<file path="src/rtl/ram_stream_reader_if.sv">
// Command, RAM read port and output stream of the RAM stream reader.
// The master modport is the reader itself; slave is the command/RAM/sink side.
interface ram_stream_reader_if #(
    parameter int DATA_WIDTH = 8,
    parameter int ADDR_WIDTH = 10
);
    logic                  start;
    logic [ADDR_WIDTH-1:0] base_addr;
    logic [ADDR_WIDTH:0]   num_words;
    logic                  busy;
    logic                  done;
    logic                  mem_read_req;
    logic [ADDR_WIDTH-1:0] mem_read_addr;
    logic [DATA_WIDTH-1:0] mem_read_data;
    logic                  m_valid;
    logic                  m_ready;
    logic [DATA_WIDTH-1:0] m_data;
    logic                  m_last;

    modport master (
        input  start, base_addr, num_words, mem_read_data, m_ready,
        output busy, done, mem_read_req, mem_read_addr, m_valid, m_data, m_last
    );

    modport slave (
        output start, base_addr, num_words, mem_read_data, m_ready,
        input  busy, done, mem_read_req, mem_read_addr, m_valid, m_data, m_last
    );
endinterface

</file>
<file path="src/rtl/ram_stream_reader.sv">
// Streams num_words consecutive words out of a latency-1 registered RAM into a
// valid/ready stream, buffering returns in a 2-entry FIFO so reads never overrun it.
module ram_stream_reader #(
    parameter int DATA_WIDTH = 8,
    parameter int ADDR_WIDTH = 10
) (
    input  logic                clk,
    input  logic                reset_n,
    ram_stream_reader_if.master bus
);
    typedef enum logic [1:0] {
        S_IDLE,
        S_READ,
        S_DRAIN,
        S_DONE
    } state_t;

    state_t                r_state;
    state_t                w_state_nxt;
    logic [ADDR_WIDTH-1:0] r_addr;
    logic [ADDR_WIDTH:0]   r_remaining;
    logic                  r_inflight;
    logic                  r_inflight_last;
    logic [DATA_WIDTH-1:0] r_fifo_data [2];
    logic                  r_fifo_last [2];
    logic                  r_wr_ptr;
    logic                  r_rd_ptr;
    logic [1:0]            r_count;

    logic                  w_push;
    logic                  w_pop;
    logic                  w_issue;
    logic                  w_final_read;
    logic                  w_head_last;
    logic [2:0]            w_occupancy;

    assign w_push       = r_inflight;
    assign w_pop        = (r_count != 2'd0) && bus.m_ready;
    assign w_final_read = (r_remaining == (ADDR_WIDTH+1)'(1));
    assign w_head_last  = r_fifo_last[r_rd_ptr];
    // Words already buffered plus the one in flight, less the one leaving now.
    assign w_occupancy  = {1'b0, r_count} + {2'b00, r_inflight} - {2'b00, w_pop};

    always_comb begin
        w_state_nxt = r_state;
        w_issue     = 1'b0;
        case (r_state)
            S_IDLE: begin
                if (bus.start) begin
                    w_state_nxt = (bus.num_words != '0) ? S_READ : S_DONE;
                end
            end
            S_READ: begin
                if (w_occupancy < 3'd2) begin
                    w_issue = 1'b1;
                    if (w_final_read) begin
                        w_state_nxt = S_DRAIN;
                    end
                end
            end
            S_DRAIN: begin
                if (w_pop && w_head_last) begin
                    w_state_nxt = S_DONE;
                end
            end
            S_DONE: begin
                w_state_nxt = S_IDLE;
            end
            default: begin
                w_state_nxt = S_IDLE;
            end
        endcase
    end

    // Control state; clearing r_inflight on reset drops any read still returning.
    always_ff @(posedge clk) begin
        if (!reset_n) begin
            r_state         <= S_IDLE;
            r_addr          <= '0;
            r_remaining     <= '0;
            r_inflight      <= 1'b0;
            r_inflight_last <= 1'b0;
            r_wr_ptr        <= 1'b0;
            r_rd_ptr        <= 1'b0;
            r_count         <= 2'd0;
        end else begin
            r_state         <= w_state_nxt;
            r_inflight      <= w_issue;
            r_inflight_last <= w_issue && w_final_read;
            if (r_state == S_IDLE && bus.start) begin
                r_addr      <= bus.base_addr;
                r_remaining <= bus.num_words;
            end else if (w_issue) begin
                r_addr      <= r_addr + ADDR_WIDTH'(1);
                r_remaining <= r_remaining - (ADDR_WIDTH+1)'(1);
            end
            if (w_push) begin
                r_wr_ptr <= ~r_wr_ptr;
            end
            if (w_pop) begin
                r_rd_ptr <= ~r_rd_ptr;
            end
            r_count <= r_count + {1'b0, w_push} - {1'b0, w_pop};
        end
    end

    // FIFO storage carries no reset; outputs are masked while the FIFO is empty.
    always_ff @(posedge clk) begin
        if (w_push) begin
            r_fifo_data[r_wr_ptr] <= bus.mem_read_data;
            r_fifo_last[r_wr_ptr] <= r_inflight_last;
        end
    end

    assign bus.busy          = (r_state != S_IDLE);
    assign bus.done          = (r_state == S_DONE);
    assign bus.mem_read_req  = w_issue;
    assign bus.mem_read_addr = r_addr;
    assign bus.m_valid       = (r_count != 2'd0);
    assign bus.m_data        = bus.m_valid ? r_fifo_data[r_rd_ptr] : '0;
    assign bus.m_last        = bus.m_valid && w_head_last;
endmodule

</file>
<file path="src/flat_wrapper.sv">
// flat-port wrapper written by rule: the top's interface ports become plain ports
module ram_stream_reader_flat 
#(
    parameter int DATA_WIDTH = 8,
    parameter int ADDR_WIDTH = 10
)
  (clk, reset_n, bus_start, bus_base_addr, bus_num_words, bus_mem_read_data, bus_m_ready, bus_busy, bus_done, bus_mem_read_req, bus_mem_read_addr, bus_m_valid, bus_m_data, bus_m_last);
  ram_stream_reader_if #(.DATA_WIDTH(DATA_WIDTH), .ADDR_WIDTH(ADDR_WIDTH)) bus_i ();
  input  logic clk;
  input  logic reset_n;
  input wire logic [$bits(bus_i.start)-1:0] bus_start;
  input wire logic [$bits(bus_i.base_addr)-1:0] bus_base_addr;
  input wire logic [$bits(bus_i.num_words)-1:0] bus_num_words;
  input wire logic [$bits(bus_i.mem_read_data)-1:0] bus_mem_read_data;
  input wire logic [$bits(bus_i.m_ready)-1:0] bus_m_ready;
  output wire logic [$bits(bus_i.busy)-1:0] bus_busy;
  output wire logic [$bits(bus_i.done)-1:0] bus_done;
  output wire logic [$bits(bus_i.mem_read_req)-1:0] bus_mem_read_req;
  output wire logic [$bits(bus_i.mem_read_addr)-1:0] bus_mem_read_addr;
  output wire logic [$bits(bus_i.m_valid)-1:0] bus_m_valid;
  output wire logic [$bits(bus_i.m_data)-1:0] bus_m_data;
  output wire logic [$bits(bus_i.m_last)-1:0] bus_m_last;
  assign bus_i.start = bus_start;
  assign bus_i.base_addr = bus_base_addr;
  assign bus_i.num_words = bus_num_words;
  assign bus_i.mem_read_data = bus_mem_read_data;
  assign bus_i.m_ready = bus_m_ready;
  assign bus_busy = bus_i.busy;
  assign bus_done = bus_i.done;
  assign bus_mem_read_req = bus_i.mem_read_req;
  assign bus_mem_read_addr = bus_i.mem_read_addr;
  assign bus_m_valid = bus_i.m_valid;
  assign bus_m_data = bus_i.m_data;
  assign bus_m_last = bus_i.m_last;
  ram_stream_reader #(.DATA_WIDTH(DATA_WIDTH), .ADDR_WIDTH(ADDR_WIDTH)) u_core (.clk(clk), .reset_n(reset_n), .bus(bus_i));
endmodule
</file>
<file path="config.mk">
export PLATFORM = sky130hd
export DESIGN_NAME = ram_stream_reader_flat
export DESIGN_NICKNAME = d
export VERILOG_FILES = /design/src/rtl/ram_stream_reader_if.sv /design/src/rtl/ram_stream_reader.sv /design/src/flat_wrapper.sv
export SDC_FILE = /design/constraint.sdc
export NUM_CORES = 1
export LEC_CHECK = 0
export CORE_MARGIN = 4
export CORE_UTILIZATION = 25
export CTS_CLUSTER_DIAMETER = 100
export DETAILED_ROUTE_END_ITERATION = 7
export PLACE_DENSITY = 0.49
export SYNTH_ARGS = -nofsm -noshare
export SYNTH_HDL_FRONTEND = slang
export SYNTH_SLANG_ARGS = --single-unit
</file>
<file path="constraint.sdc">
create_clock -name clk -period 4 [get_ports clk]
set_input_delay 0.4 -clock clk [delete_from_list [all_inputs] [get_ports clk]]
set_output_delay 0.4 -clock clk [all_outputs]
set_load 0.05 [all_outputs]
</file>
==> After elaboration in Yosys (flattened, before gate mapping) <==
Memory sizes are Yosys's and may differ from the RTL's. A register that Yosys moved wholly into a read port is not among the register bits.
Index checks and enable logic that the tools add are counted.
{ "word_totals": {"register_bits": 29, "latch_bits": 0, "ram_bits": 18, "word_cells": 57, "output_inout_bits": 23, "mem_bits_ro": 0, "n_memories": 2, "in_bits": 33} }
{ "memory_table": {"columns": ["name", "words", "width", "read_ports", "rd_ports_with_merged_regs", "wr", "line_no", "text"], "rows": [
  ["u_core.r_fifo_data", 2, 8, 1, 1, 1, "ram_stream_reader.sv:24", "logic [DATA_WIDTH-1:0] r_fifo_data [2];"],
  ["u_core.r_fifo_last", 2, 1, 1, 1, 1, "ram_stream_reader.sv:25", "logic r_fifo_last [2];"]
]} }
{ "op_classes": {"n_shift": 0, "eq_ne": 8, "n_div": 0, "add_sub_neg": 6, "n_mul": 0, "n_mux": 19, "bitwise_logic": 2, "reduce_logical": 11, "n_lt_le_gt_ge": 1} }
{ "op_table": {"columns": ["op", "n"], "rows": [
  ["11-bit 2-to-1 mux", 2],
  ["10-bit 2-to-1 mux", 2],
  ["11-bit by 1-bit == test with 1-bit output (second input constant)", 1],
  ["11-bit nonzero test", 1],
  ["11-bit by 1-bit subtractor with 11-bit output (second input constant)", 1],
  ["10-bit by 1-bit adder with 10-bit output (second input constant)", 1],
  ["2-bit 2-to-1 mux", 5],
  ["1-bit 2-to-1 mux", 8],
  ["8-bit 2-to-1 mux", 1],
  ["2-bit one-hot mux with 4 select lines", 1],
  ["2-bit by 1-bit != test with 1-bit output (second input constant)", 3],
  ["2-bit nonzero test", 3],
  ["1-bit logical AND", 5],
  ["2-bit == test (second input constant)", 2],
  ["4-bit AND reduction", 1],
  ["2-bit by 1-bit adder with 3-bit output", 1],
  ["3-bit by 2-bit < comparator with 1-bit output (second input constant)", 1],
  ["3-bit by 1-bit subtractor with 3-bit output", 1],
  ["2-bit by 1-bit adder with 2-bit output", 1],
  ["2-bit by 1-bit == test with 1-bit output (second input constant)", 1],
  ["2-bit zero test", 1],
  ["2-bit != test (second input constant)", 1],
  ["1-bit inverter", 2],
  ["2-bit by 1-bit subtractor with 2-bit output", 1]
]} }

==> Longest topological paths before layout <==
Gate-level depths: netlist (run 1).
{ "logic_depth": {"ltp_word": 8, "ltp_mapped": 11} }

==> Worst setup path before layout (run 1) <==
No wires, ideal clock.
{ "synth_path": {"path_kind": "reg-to-reg", "startpoint": "register u_core.r_count[1]", "endpoint": "register u_core.r_remaining[1]", "arrival_ps": 2978, "path_slack_ps": 946, "synth_period_minus_slack_ps": 3054, "n_path_buf": 0, "stages_incl_launch_ff": 11, "cell_sequence": "dfxtp_1 -> o21ai_0 -> inv_1 -> ha_1 -> inv_1 -> ha_1 -> fa_1 -> xnor2_2 -> nor3b_4 -> mux2_1 -> o22ai_1"} }
{ "synth_via": {"elab_chain_len": 7, "word_cells_on_any_way": 8} }
{ "synth_lines": {"columns": ["element", "line_no", "text"], "rows": [
  ["start: declaration", "ram_stream_reader.sv:28", "logic [1:0] r_count;"],
  ["start signal: assignment", "ram_stream_reader.sv:103", "r_count <= r_count + {1'b0, w_push} - {1'b0, w_pop};"],
  ["2-bit nonzero test", "ram_stream_reader.sv:38", "assign w_pop = (r_count != 2'd0) && bus.m_ready;"],
  ["1-bit logical AND", "ram_stream_reader.sv:38", null],
  ["net u_core.w_pop", "ram_stream_reader.sv:31", "logic w_pop;"],
  ["3-bit by 1-bit subtractor with 3-bit output", "ram_stream_reader.sv:42", "assign w_occupancy = {1'b0, r_count} + {2'b00, r_inflight} - {2'b00, w_pop};"],
  ["3-bit by 2-bit < comparator with 1-bit output", "ram_stream_reader.sv:54", "if (w_occupancy < 3'd2) begin"],
  ["1-bit 2-to-1 mux", "ram_stream_reader.sv:54", null],
  ["1-bit 2-to-1 mux", "ram_stream_reader.sv:47", "case (r_state)"],
  ["net bus_mem_read_req", "flat_wrapper.sv:18", "output wire logic [$bits(bus_i.mem_read_req)-1:0] bus_mem_read_req;"],
  ["2-bit nonzero test (no source line)", null, null],
  ["end signal: assignment", "ram_stream_reader.sv:92", "r_remaining <= bus.num_words;"],
  ["end signal: assignment", "ram_stream_reader.sv:95", "r_remaining <= r_remaining - (ADDR_WIDTH+1)'(1);"],
  ["end: declaration", "ram_stream_reader.sv:21", "logic [ADDR_WIDTH:0] r_remaining;"]
]} }
The timed path passes the listed nets, and every way through them passes these cells.
A chain may end at the register's enable or synchronous reset.

==> Final worst setup path (run 1) <==
{ "layout_path": {"startpoint": "register u_core.r_count[1]", "endpoint": "output bus_mem_read_req"} }
{ "layout_via": {"elab_chain_len": 6, "word_cells_on_any_way": 7} }
{ "layout_lines": {"columns": ["element", "line_no"], "rows": [
  ["2-bit nonzero test", "ram_stream_reader.sv:38"],
  ["1-bit logical AND", "ram_stream_reader.sv:38"],
  ["net u_core.w_pop", "ram_stream_reader.sv:31"],
  ["3-bit by 1-bit subtractor with 3-bit output", "ram_stream_reader.sv:42"],
  ["3-bit by 2-bit < comparator with 1-bit output", "ram_stream_reader.sv:54"],
  ["1-bit 2-to-1 mux", "ram_stream_reader.sv:54"],
  ["1-bit 2-to-1 mux", "ram_stream_reader.sv:47"],
  ["end: declaration", "flat_wrapper.sv:18"]
]} }
The timed path passes the listed nets, and every way through them passes these cells.

==> qor.csv, run 1 <==
stage,metric,value,unit
status,status,finished clean,
place,dp_slack,0.513,ns
drt,drc,0,
drt,first_iter_violations,62,
pwr,power_density,720,nW/µm²
synth,synth-seq-area-share,0.463,
timing,finClkSkew,0.0162,ns
timing,relSlewSlack,0.458,
worst_setup_path,crit_buf_inv,3,
place,hpwlAfterDp,4.41,mm
worst_setup_path,ff2ff_setup_slack,0.82,ns
drt,viasPerCell,4.48,
global_routing,grt_pass1_vias,1892,
drt,route.met3.wl,441,µm
pwr,vdd_ir_drop_max,0.289,mV
synth,synthArstFlopShare,0,
synth,synth_cell_types,47,
synth,yosys_warnings,0,
cts,cts-root-buf,clkbuf_8,
synth,synth_xor_area_frac,0.0600,
drt,drt-total-wl,5.83,mm
worst_setup_path,cp_slowest_cell,nor3b_4,
drt,met1_length,3.02,mm
drt,drtPass1Iterations,4,
cts,clkTransAtPathRegs,0.09,ns
cells_and_area,final_common_cell,clkdlybuf4s50_1,
worst_setup_path,critPathArrivalTime,2.98,ns
worst_setup_path,crit_path_end_kind,primary output,
cells_and_area,n_fill_cell,973,
cells_and_area,layout_common_cells,"clkdlybuf4s50_1 (54), dfxtp_1 (30), o21ai_0 (21), nor2_1 (21), edfxtp_1 (18)",
worst_hold_path,hp-class,register to register,
synth,syn-num-nets,280,
cts,clock_latency,0.30,ns
place,io_buffer_count,55,
timing,clock.fmax,296,MHz
timing,setup_ws,0.621,ns
synth,synth_edf_count,18,
synth,synth-adder-area-share,0.0589,
pwr,cellLeakagePower,1.12,nW
cts,post_cts_resized,0,
floorplan,design.core.area,9420,µm²
synth,muxShareOfSynthArea,0.0534,
cells_and_area,antenna_cells,0,
timing,min_period,3.38,ns
floorplan,rows,35,
timing,maxSlewViolCount,0,
timing,finalSetupViolCount,0,
synth,synth-compound-area-share,0.115,
worst_setup_path,cp_top_family,adder cells,
run,drv_cap,0,
timing,rsz0062_at_grt,no,
timing,fin_tns_setup,0,ns
worst_setup_path,start_kind,register,
cts,post_cts_buffers,0,
synth,postSynthCellCount,236,
global_routing,track_usage,0.103,
drt,ant_nets,0,
cells_and_area,drive_above_1_share,0.0856,
place,gp_congestion,0.772,
synth,syn_area,2460,µm²
floorplan,fp.dieW,107,µm
cts,clock_tree.buffer_depth,2,
synth,ys.flop_type,dfxtp_1,
floorplan,io_pins,56,
worst_setup_path,cp.required,3.60,ns
worst_setup_path,crit_path_cell_trace,o21ai_0 -> inv_1 -> ha_1 -> inv_1 -> ha_1 -> fa_1 -> xnor2_2 -> nor3b_4 -> buf_12,
drt,top_layer,met4,
cells_and_area,nets,335,
floorplan,start_util,0.262,
worst_setup_path,cp_max_fo,7,
worst_setup_path,slowest_delay,0.48,ns
cells_and_area,areaGrowthSynthToFinish,32.7,%
cts,cts_hold_buf,0,
worst_setup_path,crit_type,register to primary output,
synth,syn_avg_cell_area,10.4,µm²
cts,clock-sinks,48,
global_routing,grt_antenna_before_repair,0,
global_routing,grt_pass1_wl,9.52,mm
timing,hold_violations,0,
synth,synth_top_family_by_area,simple AND/OR/NAND/NOR gates,
drt,dr_wl_met2,2.32,mm
global_routing,grt_max_degree,28,
cells_and_area,finalInstanceArea,3270,µm²
cts,h-tree-depth,2,
floorplan,die_h,107,µm
cts,cts_buffers,5,
drt,wl_per_cell,13.9,µm
timing,period_share,0.845,
synth,synth-seq-cells,48,
floorplan,dieArea,11500,µm²
synth,synth-simple-area-share,0.209,
global_routing,overflow,0,
cts,cts_tree,done,
drt,vias,1885,
place,place_area,3160,µm²
timing,worst_slew_pin_slew,0.811,ns
-- per-layer routing --
metal / vias up / global-route usage
met5: - / 0
met4: 0 / 0.0219
met3: 6 / 0.0355
met2: 63 / 0.150
met1: 856 / 0.148
li1: 960 / -
-- cell type report --
type / count / area (µm²) / area share
flip-flops and latches: 48 / 1140 / 0.349
clock buffers: 5 / 68.8 / 0.0211
multi-input cells: 164 / 1220 / 0.374
well taps: 129 / 161 / 0.0494
inverters: 15 / 56.3 / 0.0172
repair buffers: 57 / 576 / 0.176
clock inverters: 3 / 42.5 / 0.0130
-- worst reg2reg max path: stages, from the launching register on --
cell and delay [ns]:
dfxtp_1 0.38, o21ai_0 0.35, inv_1 0.09, ha_1 0.28, inv_1 0.04, ha_1 0.18
fa_1 0.64, nand3b_1 0.38, nor4b_2 0.45, a31o_1 0.20, a31oi_1 0.07
-- flip-flops by register name (all words and copies together) (netlist names), named ones only --
register                  flops
u_core.r_inflight             1
u_core.r_remaining           11
u_core.r_inflight_last        1
u_core.r_rd_ptr               1
u_core.r_count                2
u_core.r_wr_ptr               1
u_core.r_state                2
u_core.r_fifo_data           16
u_core.r_fifo_last            2
u_core.bus.mem_read_addr     10
-- where the power goes --
group / switching [mW] / internal [mW]
Combinational: 0.792 / 0.482
Clock: 0.164 / 0.185
Sequential: 0.113 / 0.618
-- through the flow --
step	std cells	hold slack (ns)	utilization	power [mW]
2_1_floorplan	236	0.404	-	1.65
3_3_place_gp	413	0.405	0.335	2.02
3_5_place_dp	413	0.421	0.335	2.03
5_1_grt	421	0.460	0.347	2.52
4_1_cts	421	0.444	0.347	2.39
6_report	421	0.435	0.347	2.35
-- final timing paths --
| kind | depth (start not counted) | endpoint | from |
|---|---|---|---|
| worst min register to register | 0 | u_core.r_fifo_last[1] | u_core.r_inflight_last |
| worst min-delay path | 0 | u_core.r_fifo_last[1] | u_core.r_inflight_last |
| worst max register to register | 10 | u_core.bus.mem_read_addr[9] | u_core.r_count[1] |
| worst max-delay path | 9 | bus_mem_read_req | u_core.r_count[1] |
-- Yosys cell counts, drive strengths merged, types with 2 or more instances --
master | number | share of area
ha | 10 | 0.051
xnor2 | 14 | 0.053
a21oi | 11 | 0.022
nor4 | 9 | 0.042
and4 | 6 | 0.021
nor4b | 3 | 0.016
nor2 | 21 | 0.032
edfxtp | 18 | 0.22
dfxtp | 30 | 0.24
and2 | 6 | 0.015
nand2 | 9 | 0.014
o21ai | 21 | 0.043
xor2 | 2 | 0.0071
a311oi | 2 | 0.0071
or3 | 2 | 0.0051
a31oi | 3 | 0.0076
nand3b | 2 | 0.0061
inv | 15 | 0.023
nor3 | 7 | 0.018
a211oi | 5 | 0.019
mux2i | 12 | 0.049
buf | 3 | 0.0086
nand4b | 2 | 0.0071
nand3 | 2 | 0.0041
clkbuf | 6 | 0.0091
-- cell families after synthesis --
family          Yosys count
compound gates           47
xor+xnor                 16
fa+ha+maj                11
buf+inv                  24
flops                    48
mux                      13
simple gates             77
Note: power is estimated with default switching activity, not from simulation.
==> inputs of run 2 (changes only) <==
==> constraint.sdc (replaced) <==
create_clock -name clk -period 3.4 [get_ports clk]
set_input_delay 0.34 -clock clk [delete_from_list [all_inputs] [get_ports clk]]
set_output_delay 0.34 -clock clk [all_outputs]
set_load 0.05 [all_outputs]
==> run 2 against run 1 <==
Net effect: global-route usage up 0.28 points; first-iteration DRC count is 65% higher; wire length up 0.62%; via count grew 1.8%; total power increased by 21%.
==> qor.csv, run 2 (synthesized netlist as in run 1, its figures left out) <==
stage,metric,value,unit
floorplan,die_h,107,µm
status,status,finished clean,
pwr,cellLeakagePower,1.14,nW
worst_setup_path,crit_end,bus_mem_read_req,
worst_setup_path,r2r_start,u_core.r_count[1],
place,io_buffer_count,55,
floorplan,dieArea,11500,µm²
worst_setup_path,ff2ff_setup_slack,0.44,ns
pwr,clock_power_share,0.153,
global_routing,grt_pass1_wl,9.79,mm
timing,period_share,0.932,
cells_and_area,n_fill_cell,978,
floorplan,fp.dieW,107,µm
cells_and_area,final_common_cell,clkdlybuf4s50_1,
drt,drt-total-wl,5.87,mm
global_routing,track_usage,0.106,
cts,cts-root-buf,clkbuf_8,
timing,finalSetupViolCount,0,
global_routing,overflow,0,
place,hpwlAfterDp,4.43,mm
pwr,switching_share,0.447,
cts,h-tree-depth,2,
worst_setup_path,reg2reg_depth,10,
pwr,pwr-share-seq,0.304,
worst_setup_path,cp_slowest_cell,fa_1,
floorplan,io_pins,56,
pwr,p_switching,1.27,mW
floorplan,design.core.area,9420,µm²
worst_hold_path,hp-class,register to register,
worst_setup_path,critPathArrivalTime,2.83,ns
floorplan,rows,35,
timing,setup_ws,0.233,ns
worst_setup_path,crit_type,register to primary output,
cells_and_area,drive_above_1_share,0.0980,
worst_setup_path,startpoint,u_core.r_count[1],
drt,first_iter_violations,102,
global_routing,grt_pass1_vias,1950,
timing,worst_slew_pin_slew,0.841,ns
worst_hold_path,min-delay-start,u_core.r_inflight_last,
cells_and_area,areaGrowthSynthToFinish,34.3,%
timing,hold_violations,0,
cells_and_area,largest_reg_flops,16,
pwr,comb_power_share,0.543,
drt,vias,1919,
timing,fin_tns_setup,0,ns
cells_and_area,finalInstanceArea,3310,µm²
worst_setup_path,cp_top_family,adder cells,
timing,hold_ws,0.435,ns
cells_and_area,antenna_cells,0,
worst_setup_path,cp.depth,9,
drt,ant_nets,0,
timing,clock.fmax,316,MHz
floorplan,start_util,0.262,
cts,cts_buffers,5,
cts,post_cts_resized,0,
timing,finClkSkew,0.00446,ns
drt,drtPass1Iterations,4,
cts,clock_tree.buffer_depth,2,
timing,maxSlewViolCount,0,
place,place_area,3190,µm²
cts,cts_hold_buf,0,
cts,clkTransAtPathRegs,0.09,ns
worst_setup_path,slowest_delay,0.59,ns
worst_setup_path,crit_buf_inv,4,
drt,wl_per_cell,13.8,µm
global_routing,grt_antenna_before_repair,0,
pwr,power_density,861,nW/µm²
place,gp_congestion,0.842,
pwr,vdd_ir_drop_max,0.419,mV
drt,drc,0,
pwr,p_int,1.58,mW
worst_setup_path,crit_path_cell_trace,o21ai_0 -> inv_1 -> ha_1 -> inv_1 -> ha_1 -> fa_1 -> buf_4 -> nor3b_4 -> buf_12,
cells_and_area,layout_common_cells,"clkdlybuf4s50_1 (54), dfxtp_1 (30), o21ai_0 (21), nor2_1 (21), edfxtp_1 (18)",
worst_setup_path,crit_path_end_kind,primary output,
global_routing,grt_max_degree,28,
timing,relSlewSlack,0.438,
cts,cts_tree,done,
timing,min_period,3.17,ns
worst_setup_path,r2r-end,u_core.bus.mem_read_addr[5],
cells_and_area,nets,339,
run,drv_cap,0,
worst_hold_path,whs_path_depth,0,
cts,clock-sinks,48,
worst_setup_path,cp.required,3.06,ns
drt,viasPerCell,4.52,
place,dp_slack,0.163,ns
cells_and_area,regMostFlops,u_core.r_fifo_data,
worst_setup_path,start_kind,register,
cts,post_cts_buffers,0,
worst_setup_path,cp_max_fo,7,
cts,clock_latency,0.29,ns
timing,rsz0062_at_grt,no,
run 2: changes by cell type in the layout (fill, tap and decap cells not counted):
cell and change:
buf_4 +4, clkinv_4 +1, clkbuf_8 +1, clkinv_2 -1
clkinvlp_4 -1
run 2: power by group through the flow:
stage	combinational (mW)	sequential, mW	clock (mW)
2_1_floorplan	1.01	0.933	0
6_report	1.55	0.865	0.436
5_1_grt	1.68	0.889	0.485
3_5_place_dp	1.55	0.877	0
3_3_place_gp	1.55	0.878	0
4_1_cts	1.56	0.865	0.454
run 2: area by class of cell:
class	instances	area, µm²	share of cell area
clock inverter	2	38.8	0.0117
tap	129	161	0.0488
timing repair buffer	61	606	0.183
multi-input combinational	164	1220	0.369
sequential	48	1140	0.345
inverter	15	56.3	0.0170
clock buffer	6	82.6	0.0250
run 2: how the worst min path moves through the flow:
stage                            end  slack (ns)
6_report       u_core.r_fifo_last[1]        0.43
3_3_place_gp   u_core.r_fifo_last[0]        0.41
2_1_floorplan  u_core.r_fifo_last[0]        0.40
5_1_grt        u_core.r_fifo_last[1]        0.45
3_5_place_dp   u_core.r_fifo_last[1]        0.41
4_1_cts        u_core.r_fifo_last[0]        0.44
run 2: layer usage:
layer / vias up / GRT usage / wire length (µm)
met5: - / 0 / 0
li1: 977 / - / -
met4: 0 / 0.0228 / 38
met3: 4 / 0.0337 / 407
met2: 66 / 0.151 / 2380
met1: 872 / 0.156 / 3040
run 2: per-stage QoR:
step           total power [mW]   util  std cells
2_1_floorplan              1.94      -        236
3_3_place_gp               2.43  0.338        417
3_5_place_dp               2.43  0.338        417
4_1_cts                    2.88  0.351        425
5_1_grt                    3.05  0.351        425
6_report                   2.85  0.351        425
==> inputs of run 3 (changes only) <==
--- a/config.mk
+++ b/config.mk
@@ -5,11 +5,13 @@
 export SDC_FILE = /design/constraint.sdc
 export NUM_CORES = 1
 export LEC_CHECK = 0
-export CORE_MARGIN = 4
+export CELL_PAD_IN_SITES_DETAIL_PLACEMENT = 1
+export CELL_PAD_IN_SITES_GLOBAL_PLACEMENT = 1
+export CORE_MARGIN = 2
 export CORE_UTILIZATION = 25
 export CTS_CLUSTER_DIAMETER = 100
 export DETAILED_ROUTE_END_ITERATION = 7
-export PLACE_DENSITY = 0.49
+export PLACE_DENSITY = 0.59
 export SYNTH_ARGS = -nofsm -noshare
 export SYNTH_HDL_FRONTEND = slang
 export SYNTH_SLANG_ARGS = --single-unit
==> run 3 against run 2 <==
Net effect: core utilization decreased by 0.52 points; critical path type unchanged; critical endpoint unchanged; sequential power about the same; non-clock buffer count increased by 6; largest cell class unchanged; wire length increased by 6.6%.
==> qor.csv, run 3 (synthesized netlist as in run 1, its figures left out) <==
stage,metric,value,unit
floorplan,die_h,103,µm
place,hpwlAfterDp,4.82,mm
worst_hold_path,hp-class,register to register,
timing,period_share,0.924,
cts,h-tree-depth,2,
drt,viasPerCell,4.59,
global_routing,overflow,0,
global_routing,grt_pass1_vias,2063,
worst_hold_path,whs_path_depth,0,
cts,clock_latency,0.30,ns
global_routing,met3_usage,0.0255,
floorplan,fp.dieW,103,µm
global_routing,grt_use_met1,0.156,
timing,finalSetupViolCount,0,
cells_and_area,regMostFlops,u_core.r_fifo_data,
global_routing,grt_max_degree,19,
cells_and_area,antenna_cells,0,
cts,cts-root-buf,clkbuf_8,
place,gp_congestion,0.748,
pwr,cellLeakagePower,1.17,nW
timing,hold_violations,0,
timing,relSlewSlack,0.492,
timing,clock.fmax,318,MHz
run,drv_cap,0,
cts,cts_buffers,5,
timing,finClkSkew,0.00974,ns
worst_setup_path,cp_max_fo,6,
status,status,finished clean,
worst_setup_path,crit_path_cell_trace,o21ai_0 -> inv_1 -> ha_1 -> inv_1 -> ha_1 -> fa_1 -> xnor2_2 -> nor3b_4 -> buf_4 -> buf_12,
cells_and_area,areaGrowthSynthToFinish,36.1,%
pwr,power_density,872,nW/µm²
global_routing,grt_antenna_before_repair,0,
place,io_buffer_count,55,
floorplan,start_util,0.254,
cells_and_area,layout_common_cells,"clkdlybuf4s50_1 (54), dfxtp_1 (30), o21ai_0 (21), nor2_1 (21), edfxtp_1 (18)",
cts,clock-sinks,48,
drt,drtPass1Iterations,4,
worst_setup_path,start_kind,register,
global_routing,grt_pass1_wl,10.0,mm
pwr,vdd_ir_drop_max,0.577,mV
timing,maxSlewViolCount,0,
floorplan,design.core.area,9680,µm²
drt,drt-total-wl,6.26,mm
worst_setup_path,crit_type,register to primary output,
cts,cts_tree,done,
timing,fin_tns_setup,0,ns
drt,vias,1997,
cts,cts_hold_buf,0,
floorplan,rows,36,
global_routing,busiest_layer,met2,
global_routing,track_usage,0.121,
floorplan,io_pins,56,
cells_and_area,final_common_cell,clkdlybuf4s50_1,
global_routing,grt_use_met2,0.209,
cts,clock_tree.buffer_depth,2,
cells_and_area,nets,345,
drt,first_iter_violations,59,
drt,ant_nets,0,
timing,hold_ws,0.430,ns
drt,wl_per_cell,14.4,µm
timing,rsz0062_at_grt,no,
cells_and_area,drive_above_1_share,0.116,
worst_setup_path,crit_path_end_kind,primary output,
worst_setup_path,slowest_delay,0.44,ns
worst_setup_path,reg2reg_depth,10,
floorplan,dieArea,10700,µm²
cts,clkTransAtPathRegs,0.10,ns
timing,min_period,3.14,ns
cells_and_area,largest_reg_flops,16,
worst_setup_path,cp.required,3.06,ns
worst_setup_path,critPathArrivalTime,2.80,ns
cts,post_cts_resized,0,
worst_setup_path,cp_slowest_cell,fa_1,
timing,worst_slew_pin_slew,0.759,ns
drt,drc,0,
[run 3: changes by cell type in the layout (fill, tap and decap cells not counted)]
| cell | delta |
|---|---|
| buf_4 | +6 |
| clkbuf_8 | -1 |
| clkinvlp_4 | +1 |
| clkinv_4 | -1 |
| inv_6 | +1 |
[run 3: through the flow]
stage	area, µm²	instances	worst slack (ns)	power [mW]	util
6_report	3350	435	0.257	2.92	0.346
2_1_floorplan	2460	236	0.346	1.94	-
3_5_place_dp	3210	423	0.148	2.47	0.331
4_1_cts	3320	431	0.0444	2.92	0.343
3_3_place_gp	3210	423	0.195	2.45	0.331
5_1_grt	3350	435	0.0835	3.12	0.346
[run 3: cell type report]
| type | instances | area [µm²] |
|---|---|---|
| well taps | 133 | 166 |
| fillers | 1115 | 6330 |
| multi-input cells | 164 | 1220 |
| inverters | 15 | 56.3 |
| clock inverters | 3 | 46.3 |
| repair buffers | 67 | 651 |
| clock buffers | 5 | 68.8 |
| flip-flops and latches | 48 | 1140 |
[run 3: worst paths after layout]
kind | start | endpoint | slack [ns]
worst max register to register | u_core.r_count[1] | u_core.bus.mem_read_addr[5] | 0.33
worst max-delay path | u_core.r_count[1] | bus_mem_read_req | 0.26
worst min-delay path | u_core.r_inflight_last | u_core.r_fifo_last[0] | 0.43
worst min register to register | u_core.r_inflight_last | u_core.r_fifo_last[0] | 0.43
[run 3: power breakdown]
part	internal (mW)	leakage [nW]	total [mW]	switching, mW
sequential	0.727	0.413	0.868	0.141
combinational	0.655	0.698	1.62	0.968
clock	0.222	0.0548	0.432	0.210
[run 3: what timing repair did]
action                                 CTS  global route
buffers inserted                         0             4
endpoints found under the hold margin    0             0
setup endpoints to repair                0             1
[run 3: worst max-delay path: cells and delay by family, from the launching register on]
kind | cells | cell delay (ns)
flops | 1 | 0.40
buf+inv | 4 | 0.45
fa+ha+maj | 3 | 0.90
compound gates | 1 | 0.37
simple gates | 1 | 0.19
xor+xnor | 1 | 0.19
[run 3: per-layer routing]
layer / routed length (µm) / share of wire
met1: 2870 / 0.46
met2: 3050 / 0.49
met3: 284 / 0.045
met4: 46 / 0.0074
met5: 0 / 0
